[src/rtl/zrl_pkg.sv]
// Shared constants, state encoding and word helpers for the zero-run-length decoder.
package zrl_pkg;

   localparam int DATA_W    = 32;
   localparam int RUN_LEN_W = 16;

   localparam logic TOK_LITERAL = 1'b0;
   localparam logic TOK_RUN     = 1'b1;

   typedef enum logic {
      ST_IDLE = 1'b0,
      ST_RUN  = 1'b1
   } zrl_state_t;

   // 32-bit zero detector shared across the codebase.
   function automatic logic is_zero32(input logic [31:0] word);
      return (word == 32'd0);
   endfunction

endpackage

[src/rtl/zrl_run_counter.sv]
// Remaining-zeros counter for a run: load, saturating decrement, and is-last flag.
module zrl_run_counter
   import zrl_pkg::*;
(
   input  logic                 clk,
   input  logic                 rst_n,
   input  logic                 load,
   input  logic [RUN_LEN_W-1:0] load_val,
   input  logic                 dec,
   output logic                 is_last
);

   logic [RUN_LEN_W-1:0] count;

   always_ff @(posedge clk or negedge rst_n) begin
      if (!rst_n) begin
         count <= '0;
      end else if (load) begin
         count <= load_val;
      end else if (dec && (count != '0)) begin
         count <= count - RUN_LEN_W'(1);
      end
   end

   // One word left means the word being loaded now is the final zero of the run.
   assign is_last = (count == RUN_LEN_W'(1));

endmodule

[src/rtl/zrl_decode32.sv]
// Zero-run-length token decoder: literal and zero-run tokens in, 32-bit words out.
// Optional macro ZRL_DECODE_STATS_EN adds the zero_words statistics counter output.
module zrl_decode32
   import zrl_pkg::*;
(
   input  logic              clk,
   input  logic              rst_n,
   input  logic              in_valid,
   output logic              in_ready,
   input  logic              in_is_run,
   input  logic [DATA_W-1:0] in_data,
   input  logic              in_last,
   output logic              out_valid,
   input  logic              out_ready,
   output logic [DATA_W-1:0] out_data,
   output logic              out_last,
`ifdef ZRL_DECODE_STATS_EN
   output logic [31:0]       zero_words,
`endif
   output zrl_state_t        state_dbg
);

   // Handshake: a word/token moves only in a cycle where valid and ready are both high;
   // out_valid, once set, holds with stable out_data/out_last until out_ready takes it.

   zrl_state_t           state;
   logic                 last_q;
   logic [RUN_LEN_W-1:0] run_len;
   logic                 in_fire;
   logic                 out_fire;
   logic                 cnt_load;
   logic                 cnt_dec;
   logic                 cnt_is_last;

   assign run_len   = in_data[RUN_LEN_W-1:0];
   assign in_ready  = (state == ST_IDLE) && (!out_valid || out_ready);
   assign in_fire   = in_valid && in_ready;
   assign out_fire  = out_valid && out_ready;
   assign cnt_load  = in_fire && (in_is_run == TOK_RUN) && (run_len >= RUN_LEN_W'(2));
   assign cnt_dec   = (state == ST_RUN) && out_fire;
   assign state_dbg = state;

   zrl_run_counter u_run_counter (
      .clk      (clk),
      .rst_n    (rst_n),
      .load     (cnt_load),
      .load_val (run_len - RUN_LEN_W'(1)),
      .dec      (cnt_dec),
      .is_last  (cnt_is_last)
   );

   always_ff @(posedge clk or negedge rst_n) begin
      if (!rst_n) begin
         state     <= ST_IDLE;
         out_valid <= 1'b0;
         out_data  <= '0;
         out_last  <= 1'b0;
         last_q    <= 1'b0;
      end else if (in_fire) begin
         if (in_is_run == TOK_LITERAL) begin
            out_valid <= 1'b1;
            out_data  <= in_data;
            out_last  <= in_last;
         end else if (run_len == '0) begin
            // Empty run: nothing to emit; any held word was just taken.
            out_valid <= 1'b0;
         end else begin
            out_valid <= 1'b1;
            out_data  <= '0;
            if (run_len == RUN_LEN_W'(1)) begin
               out_last <= in_last;
            end else begin
               out_last <= 1'b0;
               last_q   <= in_last;
               state    <= ST_RUN;
            end
         end
      end else if (cnt_dec) begin
         out_valid <= 1'b1;
         out_data  <= '0;
         if (cnt_is_last) begin
            out_last <= last_q;
            last_q   <= 1'b0;
            state    <= ST_IDLE;
         end else begin
            out_last <= 1'b0;
         end
      end else if (out_fire) begin
         out_valid <= 1'b0;
      end
   end

`ifdef ZRL_DECODE_STATS_EN
   always_ff @(posedge clk or negedge rst_n) begin
      if (!rst_n) begin
         zero_words <= '0;
      end else if (out_fire && is_zero32(out_data) && (zero_words != '1)) begin
         zero_words <= zero_words + 32'd1;
      end
   end
`endif

endmodule

[config.mk]
export PLATFORM = sky130hd
export DESIGN_NAME = zrl_decode32
export DESIGN_NICKNAME = d
export VERILOG_FILES = /design/src/rtl/zrl_pkg.sv /design/src/rtl/zrl_run_counter.sv /design/src/rtl/zrl_decode32.sv
export SDC_FILE = /design/constraint.sdc
export NUM_CORES = 1
export LEC_CHECK = 0
export ABC_AREA = 1
export ABC_CLOCK_PERIOD_IN_PS = 2100
export CORE_ASPECT_RATIO = 0.9
export CORE_MARGIN = 1.5
export CORE_UTILIZATION = 40
export CTS_CLUSTER_SIZE = 25
export DETAILED_ROUTE_END_ITERATION = 8
export HOLD_SLACK_MARGIN = 0.12
export PLACE_DENSITY = 0.64
export SYNTH_ARGS = -nofsm -noshare
export SYNTH_HDL_FRONTEND = slang
export SYNTH_SLANG_ARGS = --single-unit
[constraint.sdc]
create_clock -name clk -period 2.1 [get_ports clk]
set_input_delay 0.21 -clock clk [delete_from_list [all_inputs] [get_ports clk]]
set_output_delay 0.21 -clock clk [all_outputs]
set_load 0.02 [all_outputs]
; ---- Word level (Yosys, flattened, before mapping)
; Index checks and enable logic that the tools add are counted.
[word_totals]
ff_bits = 52
input_bits = 38
output_inout_bits = 36
word_cells = 60
[classes]
n_addsub = 2
order_cmp = 1
n_eq_ne = 6
muxes = 27
bitwise_logic = 1
reduce_logical = 17
[ops]
columns = cell, n
row1 = $mux 32, 4
row2 = $eq 16x1->1 const B, 2
row3 = $mux 16, 2
row4 = $sub 16x1->16 const B, 2
row5 = $mux 1, 21
row6 = $ge 16x2->1 const B, 1
row7 = $logic_not 16->1, 1
row8 = $reduce_bool 16->1, 1
row9 = $logic_and 1x1->1, 7
row10 = $ne 2x2->1 const B, 3
row11 = $reduce_bool 2->1, 3
row12 = $reduce_and 5->1, 1
row13 = $ne 3x3->1 const B, 1
row14 = $reduce_bool 3->1, 1
row15 = $reduce_and 2->1, 1
row16 = $logic_not 1->1, 1
row17 = $logic_or 1x1->1, 1
row18 = $not 1->1, 1

; ---- Depth between registers and ports, before layout
; Gate-level depths: netlist of the first run.
[logic_depth]
depth_word = 7
depth_mapped = 11
ltp_nobuf = 11

; ---- By module
; Synthesis of the first run repeated with hierarchy kept, for this count alone.
[unflattened]
hier_cells = 430
hier_area_um2 = 3183.1
[modules_own_cells]
columns = mod, n_inst, cells_each, area_each_um2, seq_area_each_um2
row1 = zrl_decode32, 1, 237, 1905.6, 900.9
row2 = zrl_run_counter, 1, 193, 1277.5, 400.4

; ---- Least setup slack after synthesis of the first run
; OpenSTA, ideal clock, no wires.
[synth_timing]
path_type = input-to-reg
from = input in_data[0]
to = register u_run_counter.count[8]
setup_ns = 0.117
t_arrival_ns = 1.423
required_time_ns = 1.983
setup_slack_ns = 0.559
path_stages = 11
path_cell_list = inv_1 -> ha_1 -> or2_2 -> nor2_2 -> nand2_2 -> nand2_4 -> buf_8 -> buf_8 -> nand2_1 -> nand3_1 -> nand2_1
[synth_between]
elab_chain_cells = 3
elab_cells_between_ends = 5
cone_classes = add/sub: 1 / order compare: 1 / mux: 1 / reduce/logical: 2
[synth_lines]
columns = item, line_no
row1 = from (decl), zrl_decode32.sv:11  ; input logic [DATA_W-1:0] in_data,
row2 = $ge 16x2->1, zrl_decode32.sv:39  ; assign cnt_load = in_fire && (in_is_run == TOK_RUN) && (run_len >= RUN_LEN_W'(2));
row3 = $logic_and 1x1->1, zrl_decode32.sv:39
row4 = $mux 16 or $reduce_bool 2->1 (tied branches), -
row5 = to (signal assigned), zrl_run_counter.sv:19  ; count <= load_val;
row6 = to (signal assigned), zrl_run_counter.sv:21  ; count <= count - RUN_LEN_W'(1);
row7 = to (decl), zrl_run_counter.sv:13  ; logic [RUN_LEN_W-1:0] count;
; Several ways; a longest one is shown, not always the timed one.
; A chain may end at the register's enable or synchronous reset.

; ---- Worst setup path after layout of the first run
[layout_timing]
from = register state (netlist: state_dbg)
to = output in_ready
[layout_between]
elab_chain_cells = 2
[layout_lines]
columns = item, line_no
row1 = from (decl), zrl_decode32.sv:26  ; zrl_state_t state;
row2 = from (signal assigned), zrl_decode32.sv:54  ; state <= ST_IDLE;
row3 = from (signal assigned), zrl_decode32.sv:75  ; state <= ST_RUN;
row4 = from (signal assigned), zrl_decode32.sv:84  ; state <= ST_IDLE;
row5 = $not 1->1, zrl_decode32.sv:36  ; assign in_ready = (state == ST_IDLE) && (!out_valid || out_ready);
row6 = $logic_and 1x1->1, zrl_decode32.sv:36
row7 = to (decl), zrl_decode32.sv:9  ; output logic in_ready,
; No other way between the ends.

==> out/results.ini, run 1 <==
[cts]
insertion_delay_ns = 0.31
clk_pin_slew_ns = 0.11
cts_buffers = 5
cts_max_level = 2
clock-root-buffer = clkbuf_8
clock-sinks = 52
cts_resized = 0
cts_tree = yes
clock_path_buffers = 2

[run]
cap_violations = 0

[synth]
syn_nets = 512
synth_area_mm2 = 0.00330
syn_area_per_cell_um2 = 7.07
synth_top_area_share_pct = 39.4
ys_seq_area_share_pct = 39.4
synth_seq_cells = 52
synthTopCellsByArea = dfrtp_1 (39%), nand2_1 (24%), nand3_1 (5.0%)
yosysTopAreaCell = dfrtp_1
yosys_warnings = 0
synth_cell_types = 32
syn_inst = 467

[setup_path]
r2r_cells = 8
reg2reg_from = state_dbg$_DFFE_PN0P_
startpoint = state_dbg$_DFFE_PN0P_
worst_setup_path_end_kind = output pin
crit_arrival_ns = 1.60
r2r_end = u_run_counter.count[3]$_DFFE_PN0P_
r2r_slack_ns = 0.35
crit_required_ns = 1.89
critPathKind = reg2out
start_kind = flop
path_max_fanout = 4

[global_route]
grtUsageTotal_pct = 20.7
grt_pass1_vias = 3043
grt-ovfl-total = 0
antenna_found_initial = 0
grt_pass1_wl_mm = 14.5
grt_max_degree = 53

[timing]
final_hold_viol_count = 0
setup-violations-final = 0
worst_slew_pin_slew_ns = 0.684
fmax_ghz = 0.551
slew-limit-headroom_pct = 54.4
fin_crit_ns = 1.81
grt_setup_unrepaired = false
slew_viol_final = 0
fin_tns_setup_ns = 0
skew_ns = 0.0112
post-route-period-util_pct = 86.4

[floorplanning]
ios = 74
floorplan.rows = 31
start_util_pct = 41.1
core_mm2 = 0.00803
die-area_mm2 = 0.00880
die-height_um = 89.2
die_width_um = 98.7

[place]
io_buffers = 73
dp.cells = 640
place.gp.congestion = 0.824
dp.final_hpwl_mm = 6.62

[layout]
n_fill_cell = 778
layout_commonest_cell = nand2_1
area_growth_pct = 30.6
final_cell_mix = nand2_1 (212), clkdlybuf4s50_1 (72), dfrtp_1 (52)
layout.nets = 594
fin_cells = 649
drive_gt1_share_pct = 10.0
antenna_cells = 0
utilization_pct = 53.7

[power]
power_density_mw_per_mm2 = 1230
power.leakage_nw = 2.21
p_total_w = 0.00528
vdd_drop_max_v = 0.000554

[hold_path]
min_from = in_data[16]
holdPathEnd = out_data[16]$_DFFE_PN0P_
hold_depth = 3
hold_class = in2reg

[detailed_routing]
routedWlPerCell_um = 13.2
drt_iter0_drc = 147
drt_wl_total_mm = 8.58
drc_errors = 1
ant_nets = 0
via_per_inst = 4.79
vias = 3109
firstDrtPassIters = 6

[outcome]
violations = DRC
status = finished with violations

[where the power goes]
| group | total [W] | internal, W | switching [W] |
|---|---|---|---|
| sequential | 0.00174 | 0.00141 | 0.000327 |
| clock | 0.000844 | 0.000480 | 0.000363 |
| combinational | 0.00270 | 0.00113 | 0.00157 |
[cell usage after synthesis]
| library cell | instances |
|---|---|
| a21oi_1 | 1 |
| a21oi_2 | 1 |
| buf_2 | 1 |
| buf_4 | 2 |
| buf_6 | 4 |
| buf_8 | 2 |
| clkbuf_1 | 2 |
| clkinv_2 | 1 |
| dfrtp_1 | 52 |
| ha_1 | 7 |
| inv_1 | 39 |
| inv_2 | 1 |
| nand2_1 | 212 |
| nand2_2 | 5 |
| nand2_4 | 6 |
| nand3_1 | 33 |
| nand3_2 | 4 |
| nand3_4 | 1 |
| nand3b_1 | 2 |
| nand4_1 | 2 |
| nor2_1 | 41 |
| nor2_2 | 7 |
| nor2_4 | 5 |
| nor2_8 | 1 |
| nor3_1 | 1 |
| o211ai_1 | 1 |
| o21ai_0 | 12 |
| o21ai_1 | 11 |
| o21ai_4 | 1 |
| or2_2 | 1 |
| xnor2_1 | 4 |
| xor2_1 | 4 |
[layer usage]
layer  vias to the layer above  GRT usage [%]  part of all wire [%]
met2                        65           35.0                    46
met3                         6           4.07                   4.6
met5                         -              0                     0
li1                       1607              -                     -
met1                      1431           28.1                    49
met4                         0           3.77                  0.71
[final cells by class]
cell class / instances / area [um^2] / share of cell area, %
Tap cell: 99 / 124 / 2.87
Sequential cell: 52 / 1300 / 30.2
Clock buffer: 5 / 68.8 / 1.60
Clock inverter: 3 / 68.8 / 1.60
Inverter: 41 / 155 / 3.60
Multi-Input combinational cell: 363 / 1740 / 40.4
Timing Repair Buffer: 86 / 851 / 19.7
[sequential cells by signal (all words and copies together) (netlist names)]
signal,flops
out_data,32
u_run_counter.count,16
state_dbg,1
out_last,1
out_valid,1
last_q,1
[worst max-delay path by stage]
stage | end | slack [ns] | cells past startpoint
after global routing | u_run_counter.count[6]$_DFFE_PN0P_ | 0.19 | 11
after detailed placement | u_run_counter.count[5]$_DFFE_PN0P_ | 0.007 | 11
final | in_ready | 0.29 | 4
after floorplan | u_run_counter.count[8]$_DFFE_PN0P_ | 0.56 | 11
after global placement | u_run_counter.count[15]$_DFFE_PN0P_ | 0.02 | 11
after CTS | in_ready | 0.27 | 4
[worst max-delay path, cell delays in order (launching register included)]
cell and delay, ns:
dfrtp_1 0.44, inv_1 0.13, nand2_1 0.06, inv_1 0.05
clkdlybuf4s50_1 0.60
[kinds of logic after synthesis]
kind of cell,Yosys count,share of synthesized area [%]
AOI/OAI and AO/OA,27,4.63
xor gates and xnor gates,8,2.12
adders and majority gates,7,2.65
buffers and inverters,52,7.81
DFF,52,39.4
and+or+nand+nor,321,43.3
[metrics by stage]
stage / hold WS, ns / setup WS (ns) / cell area (um^2)
after floorplan: -0.0856 / 0.559 / 3300
after global placement: 0.373 / 0.0250 / 4160
after detailed placement: 0.376 / 0.00662 / 4160
after CTS: 0.417 / 0.268 / 4310
after global routing: 0.420 / 0.187 / 4310
final: 0.417 / 0.286 / 4310
[repair_timing]
item | 4_1_cts | 5_1_grt
hold endpoints to repair | 52 | 0
setup buffers | 0 | 0
hold buffers | 1 | 0
(Power assumes the default switching activity.)
==> inputs of run 2 (changes only) <==
Settings changed: SKIP_LAST_GASP from default to 1.
==> results of run 2 <==
The final DEF is identical to that of run 1; final timing and power are the same.
